### src/rtl/cam_capture.sv
// rtl/cam_capture.sv - camera RGB565 byte stream to RGB332 frame-buffer writer
module cam_capture #(
  parameter int H_PIXELS = 160,
  parameter int V_LINES  = 120,
  parameter int ADDR_W   = 15
) (
  input  logic              clk,
  input  logic              rst,
  input  logic              start,
  input  logic              cam_vsync,
  input  logic              cam_href,
  input  logic              cam_byte_en,
  input  logic [7:0]        cam_data,
  output logic [ADDR_W-1:0] buf_addr,
  output logic [7:0]        buf_data,
  output logic              buf_we,
  output logic              busy,
  output logic              done,
  output logic              ovf
);

  localparam int COL_W  = $clog2(H_PIXELS + 1);
  localparam int LINE_W = $clog2(V_LINES + 1);
  localparam int BASE_W = ADDR_W + 1;
  localparam logic [COL_W-1:0]  H_MAX  = COL_W'(H_PIXELS);
  localparam logic [LINE_W-1:0] V_MAX  = LINE_W'(V_LINES);
  localparam logic [BASE_W-1:0] H_STEP = BASE_W'(H_PIXELS);

  typedef enum logic [1:0] {IDLE, WAIT_VS, WAIT_FRAME, CAPTURE} state_t;

  state_t              r_state;
  state_t              w_next;
  logic                r_vsync_d;
  logic                r_href_d;
  logic                r_phase;
  logic [5:0]          r_hi;
  logic [COL_W-1:0]    r_col;
  logic [LINE_W-1:0]   r_line;
  // Start address of the current line; steps by H_PIXELS, one bit wider so
  // the saturated value H_PIXELS*V_LINES never wraps.
  logic [BASE_W-1:0]   r_base;
  logic                r_we;
  logic [ADDR_W-1:0]   r_addr;
  logic [7:0]          r_data;
  logic                r_busy;
  logic                r_done;
  logic                r_ovf;

  logic w_cap;
  logic w_strobe;
  logic w_vs_rise;
  logic w_href_fall;
  logic w_in_range;

  assign w_cap       = (r_state == CAPTURE);
  assign w_strobe    = w_cap & cam_href & cam_byte_en;
  assign w_vs_rise   = ~r_vsync_d & cam_vsync;
  assign w_href_fall = w_cap & r_href_d & ~cam_href;
  assign w_in_range  = (r_col < H_MAX) && (r_line < V_MAX);

  // State register
  always_ff @(posedge clk or posedge rst) begin
    if (rst) r_state <= IDLE;
    else     r_state <= w_next;
  end

  // Next-state logic: only a clean blank-to-active transition opens a frame
  always_comb begin
    w_next = r_state;
    case (r_state)
      IDLE:       if (start)      w_next = WAIT_VS;
      WAIT_VS:    if (cam_vsync)  w_next = WAIT_FRAME;
      WAIT_FRAME: if (!cam_vsync) w_next = CAPTURE;
      CAPTURE:    if (w_vs_rise)  w_next = IDLE;
      default:                    w_next = IDLE;
    endcase
  end

  // Byte pairing, position counters, pixel write port and status flags
  always_ff @(posedge clk or posedge rst) begin
    if (rst) begin
      r_vsync_d <= 1'b0;
      r_href_d  <= 1'b0;
      r_phase   <= 1'b0;
      r_hi      <= '0;
      r_col     <= '0;
      r_line    <= '0;
      r_base    <= '0;
      r_we      <= 1'b0;
      r_addr    <= '0;
      r_data    <= '0;
      r_busy    <= 1'b0;
      r_done    <= 1'b0;
      r_ovf     <= 1'b0;
    end else begin
      r_vsync_d <= cam_vsync;
      r_href_d  <= cam_href;
      r_we      <= 1'b0;

      if (r_state == IDLE && start) begin
        r_busy  <= 1'b1;
        r_done  <= 1'b0;
        r_ovf   <= 1'b0;
        r_phase <= 1'b0;
        r_col   <= '0;
        r_line  <= '0;
        r_base  <= '0;
      end

      if (w_cap && w_vs_rise) begin
        r_busy <= 1'b0;
        r_done <= 1'b1;
      end

      // A strobe coincident with the closing vsync edge is still written
      if (w_strobe) begin
        if (!r_phase) begin
          r_hi    <= {cam_data[7:5], cam_data[2:0]};
          r_phase <= 1'b1;
        end else begin
          r_phase <= 1'b0;
          if (w_in_range) begin
            r_we   <= 1'b1;
            r_addr <= ADDR_W'(r_base + BASE_W'(r_col));
            r_data <= {r_hi, cam_data[4:3]};
          end else begin
            r_ovf  <= 1'b1;
          end
          if (r_col < H_MAX) r_col <= r_col + COL_W'(1);
        end
      end else if (w_href_fall) begin
        // Dangling high byte is dropped; empty lines do not advance
        r_phase <= 1'b0;
        r_col   <= '0;
        if (r_col != '0 && r_line < V_MAX) begin
          r_line <= r_line + LINE_W'(1);
          r_base <= r_base + H_STEP;
        end
      end
    end
  end

  assign buf_we   = r_we;
  assign buf_addr = r_addr;
  assign buf_data = r_data;
  assign busy     = r_busy;
  assign done     = r_done;
  assign ovf      = r_ovf;

endmodule

### config.mk
export PLATFORM = sky130hd
export DESIGN_NAME = cam_capture
export DESIGN_NICKNAME = d
export VERILOG_FILES = /design/src/rtl/cam_capture.sv
export SDC_FILE = /design/constraint.sdc
export NUM_CORES = 1
export LEC_CHECK = 0
export CORE_ASPECT_RATIO = 0.7
export CORE_UTILIZATION = 50
export CTS_BUF_LIST = sky130_fd_sc_hd__clkbuf_2
export DETAILED_ROUTE_END_ITERATION = 12
export PLACE_DENSITY_LB_ADDON = 0.1
export SYNTH_ARGS = -nofsm -noshare
export SYNTH_HDL_FRONTEND = slang
export SYNTH_SLANG_ARGS = --single-unit
### constraint.sdc
create_clock -name clk -period 2.26 [get_ports clk]
set_input_delay 0.339 -clock clk [delete_from_list [all_inputs] [get_ports clk]]
set_output_delay 0.339 -clock clk [all_outputs]
set_load 0.1 [all_outputs]
==> reports/metrics.csv <==
metric;value;unit
route.vias.total;2919;
drc;0;
gp_congestion;0.794;
clockBufferDepth;2;
synth.distinct_cells;54;
p_switching;1540;uW
io_pins;41;
pre_cts_ws;140;ps
syn_inst;383;
grt_max_degree;69;
initial_utilization;52.6;%
dieArea;7560;sq um
dieHeight;73.1;microns
ys_seq_area_share;47.2;%
io_buffers;40;
fin_crit;2080;ps
fin_crit_sh;92.0;%
worstPathArrival;2520;ps
seqPwrFrac;41.1;%
tightest_slew;457;ps
antenna_found_initial;0;
avgSynthCellArea;9.42;sq um
finalHoldViolCount;0;
async_flop_share;100;%
synth_top_area_share;47.2;%
crit_type;flop to flop;
p_int;2180;uW
r2r-start;r_col[3];
rsz0062_at_grt;false;
hpwl;5240;microns
crit_path_end;r_base[9];
clkSinkCount;68;
cts_tree;yes;
finalSetupViolations;0;
yosys_most_used_dff;dfrtp_1;
worst-r2r-setup-slack;180;ps
multi_input_area;1770;sq um
cts.clk_slew.worst_paths;200;ps
cts-root-buf;clkbuf_2;
area_growth;18.3;%
status;completed;
synth_area;3610;sq um
n_fill_cell;578;
share_comb_of_total_power;37.0;%
drt_iter0_markers;141;
clock_skew;31.4;ps
routed_wl;7440;microns
num_rows;25;
dr.pass1.iters;4;
maxCapViolations;0;
regArea;1700;sq um
design.core.area;6850;sq um
first_global_vias;2623;
syn-num-nets;415;
maxSlewViolCount;0;
hold_path_class;input pin to async pin;
clock_latency;510;ps
htreeDepth;3;
leakagePower;0.00207;uW
synth-edff-count;0;
required;2700;ps
grt-ovfl-total;0;
drive_gt1_share;17.7;%
max_slew_margin;69.2;%
fin_tns_setup;0;ps
yosys.area.top_type;dfrtp_1;
path_max_fanout;12;
swShare;41.4;%
dieWidth;104;microns
nets;461;
startpoint;r_col[3];
synth.area.top_cells;dfrtp_1 47%, nand2_1 7.5%, ha_1 5.9%, a21oi_1 4.0%, o21ai_0 3.3%;
worst_slack;180;ps
power_density;872;nW/um^2
pwr-share-clk;21.9;%
yosysWarnings;0;
grt_usage;21.1;%
wl_per_cell;14.1;microns
r2r_end;r_base[9];
vias_per_cell;5.53;
grt_first_pass_wirelength;12500;microns
drtAntennaViolNets;0;
critPathLaunchType;flop;
vdd_drop_max;0.816;mV
cts_made_buffers;9;
clock.fmax;0.481;GHz
reg2reg_depth;6;
antenna_cells;0;
crit_path_end_kind;flop;
ys_ff_latch;68;
sequential cells by signal, indices dropped and copies added, names as in the netlist, 2 cells and up:
name / count
r_state: 2
buf_addr: 15
r_line: 7
r_col: 8
r_hi: 6
r_base: 15
buf_data: 8
stage by stage:
step           total power, uW  cells  util [%]  hold WS (ps)  instance area (sq um)
2_1_floorplan             2560    383         -           370                   3610
3_3_place_gp              2880    510      59.8           441                   4100
3_5_place_dp              2910    510      59.8           452                   4100
4_1_cts                   3730    526      61.8           154                   4230
5_1_grt                   3920    528      62.3           174                   4270
6_report                  3720    528      62.3           192                   4270
power by group through the flow:
stage,Sequential [uW],Combinational [uW],Clock [uW]
after floorplan,2060,500,0
after global placement,1540,1330,0
after detailed placement,1550,1360,0
after CTS,1530,1360,845
after global routing,1550,1480,891
final,1530,1380,816
cells in the mapped netlist (3+ instances only):
master	instances
nor2b_1	6
and3_1	5
dfrtp_1	68
nor4b_1	3
o21ai_0	24
o41ai_1	3
clkbuf_1	13
nor3b_1	7
nor3_1	5
ha_1	17
o21ai_1	7
a211oi_1	6
xor2_1	4
buf_2	4
nor2_1	16
o31ai_1	5
and2_1	6
nand2_1	72
nand3b_1	5
o211ai_1	4
a21oi_1	29
nand4_1	5
inv_1	11
mux2_2	7
nand3_1	13
or2_2	3
layer usage:
layer / global-route usage (%) / vias to the layer above / routed length [microns]
met5: 0 / - / 0
met4: 6.76 / 0 / 58
met3: 5.00 / 9 / 374
met2: 31.6 / 69 / 3120
met1: 30.5 / 1387 / 3890
li1: - / 1454 / -
layout by cell type, fill, tap and decap left out, types with 7 or more instances in the layout:
cell | netlist | final
a21oi_1 | 29 | 28
buf_4 | 0 | 38
clkbuf_2 | 0 | 9
clkdlybuf4s50_1 | 0 | 13
dfrtp_1 | 68 | 68
ha_1 | 17 | 17
inv_1 | 11 | 10
mux2_2 | 7 | 7
nand2_1 | 72 | 72
nand3_1 | 13 | 13
nor2_1 | 16 | 16
nor3b_1 | 7 | 7
o21ai_0 | 24 | 24
o21ai_1 | 7 | 7
kinds of logic (layout without fill, tap and decap cells):
kind of cell               count (synthesis)  count (layout)  share of synthesized area (%)
and+or+nand+nor                          155             155                           21.3
AOI/OAI and AO/OA                         97              97                           17.3
DFF                                       68              68                           47.2
buffers and inverters                     31              82                           3.78
adders and majority gates                 18              18                           6.45
muxes                                      8               8                           2.46
xor gates and xnor gates                   6               6                           1.46
repair_timing:
item / CTS / global route
setup endpoints to repair: 0 / 2
gates resized for setup: 0 / 2
setup buffers: 0 / 2
hold buffers: 0 / 0
cell type report:
type                            count  share of cell area [%]
Clock buffer                        9                    1.06
Clock inverter                      7                    2.14
Inverter                           11                   0.968
Multi-Input combinational cell    284                    41.6
Sequential cell                    68                    39.9
Tap cell                           94                    2.76
Timing Repair Buffer               55                    11.6
worst max-delay path: stages (launching register included):
cell	delay (ps)
dfrtp_1	510
or4_4	580
o311a_4	400
a21oi_4	220
buf_12	150
o21ai_0	80
o21ai_0	90
worst min-delay path by stage:
stage / endpoint / start / cells past startpoint / slack (ps)
global route: buf_addr[10] / rst / 3 / 170
CTS: buf_addr[10] / rst / 3 / 150
floorplan: r_href_d / cam_href / 0 / 370
detailed placement: buf_data[7] / r_hi[5] / 2 / 450
global placement: buf_data[4] / r_hi[2] / 2 / 440
finish: r_line[5] / rst / 3 / 190
Power figures use the tool's default switching activity.
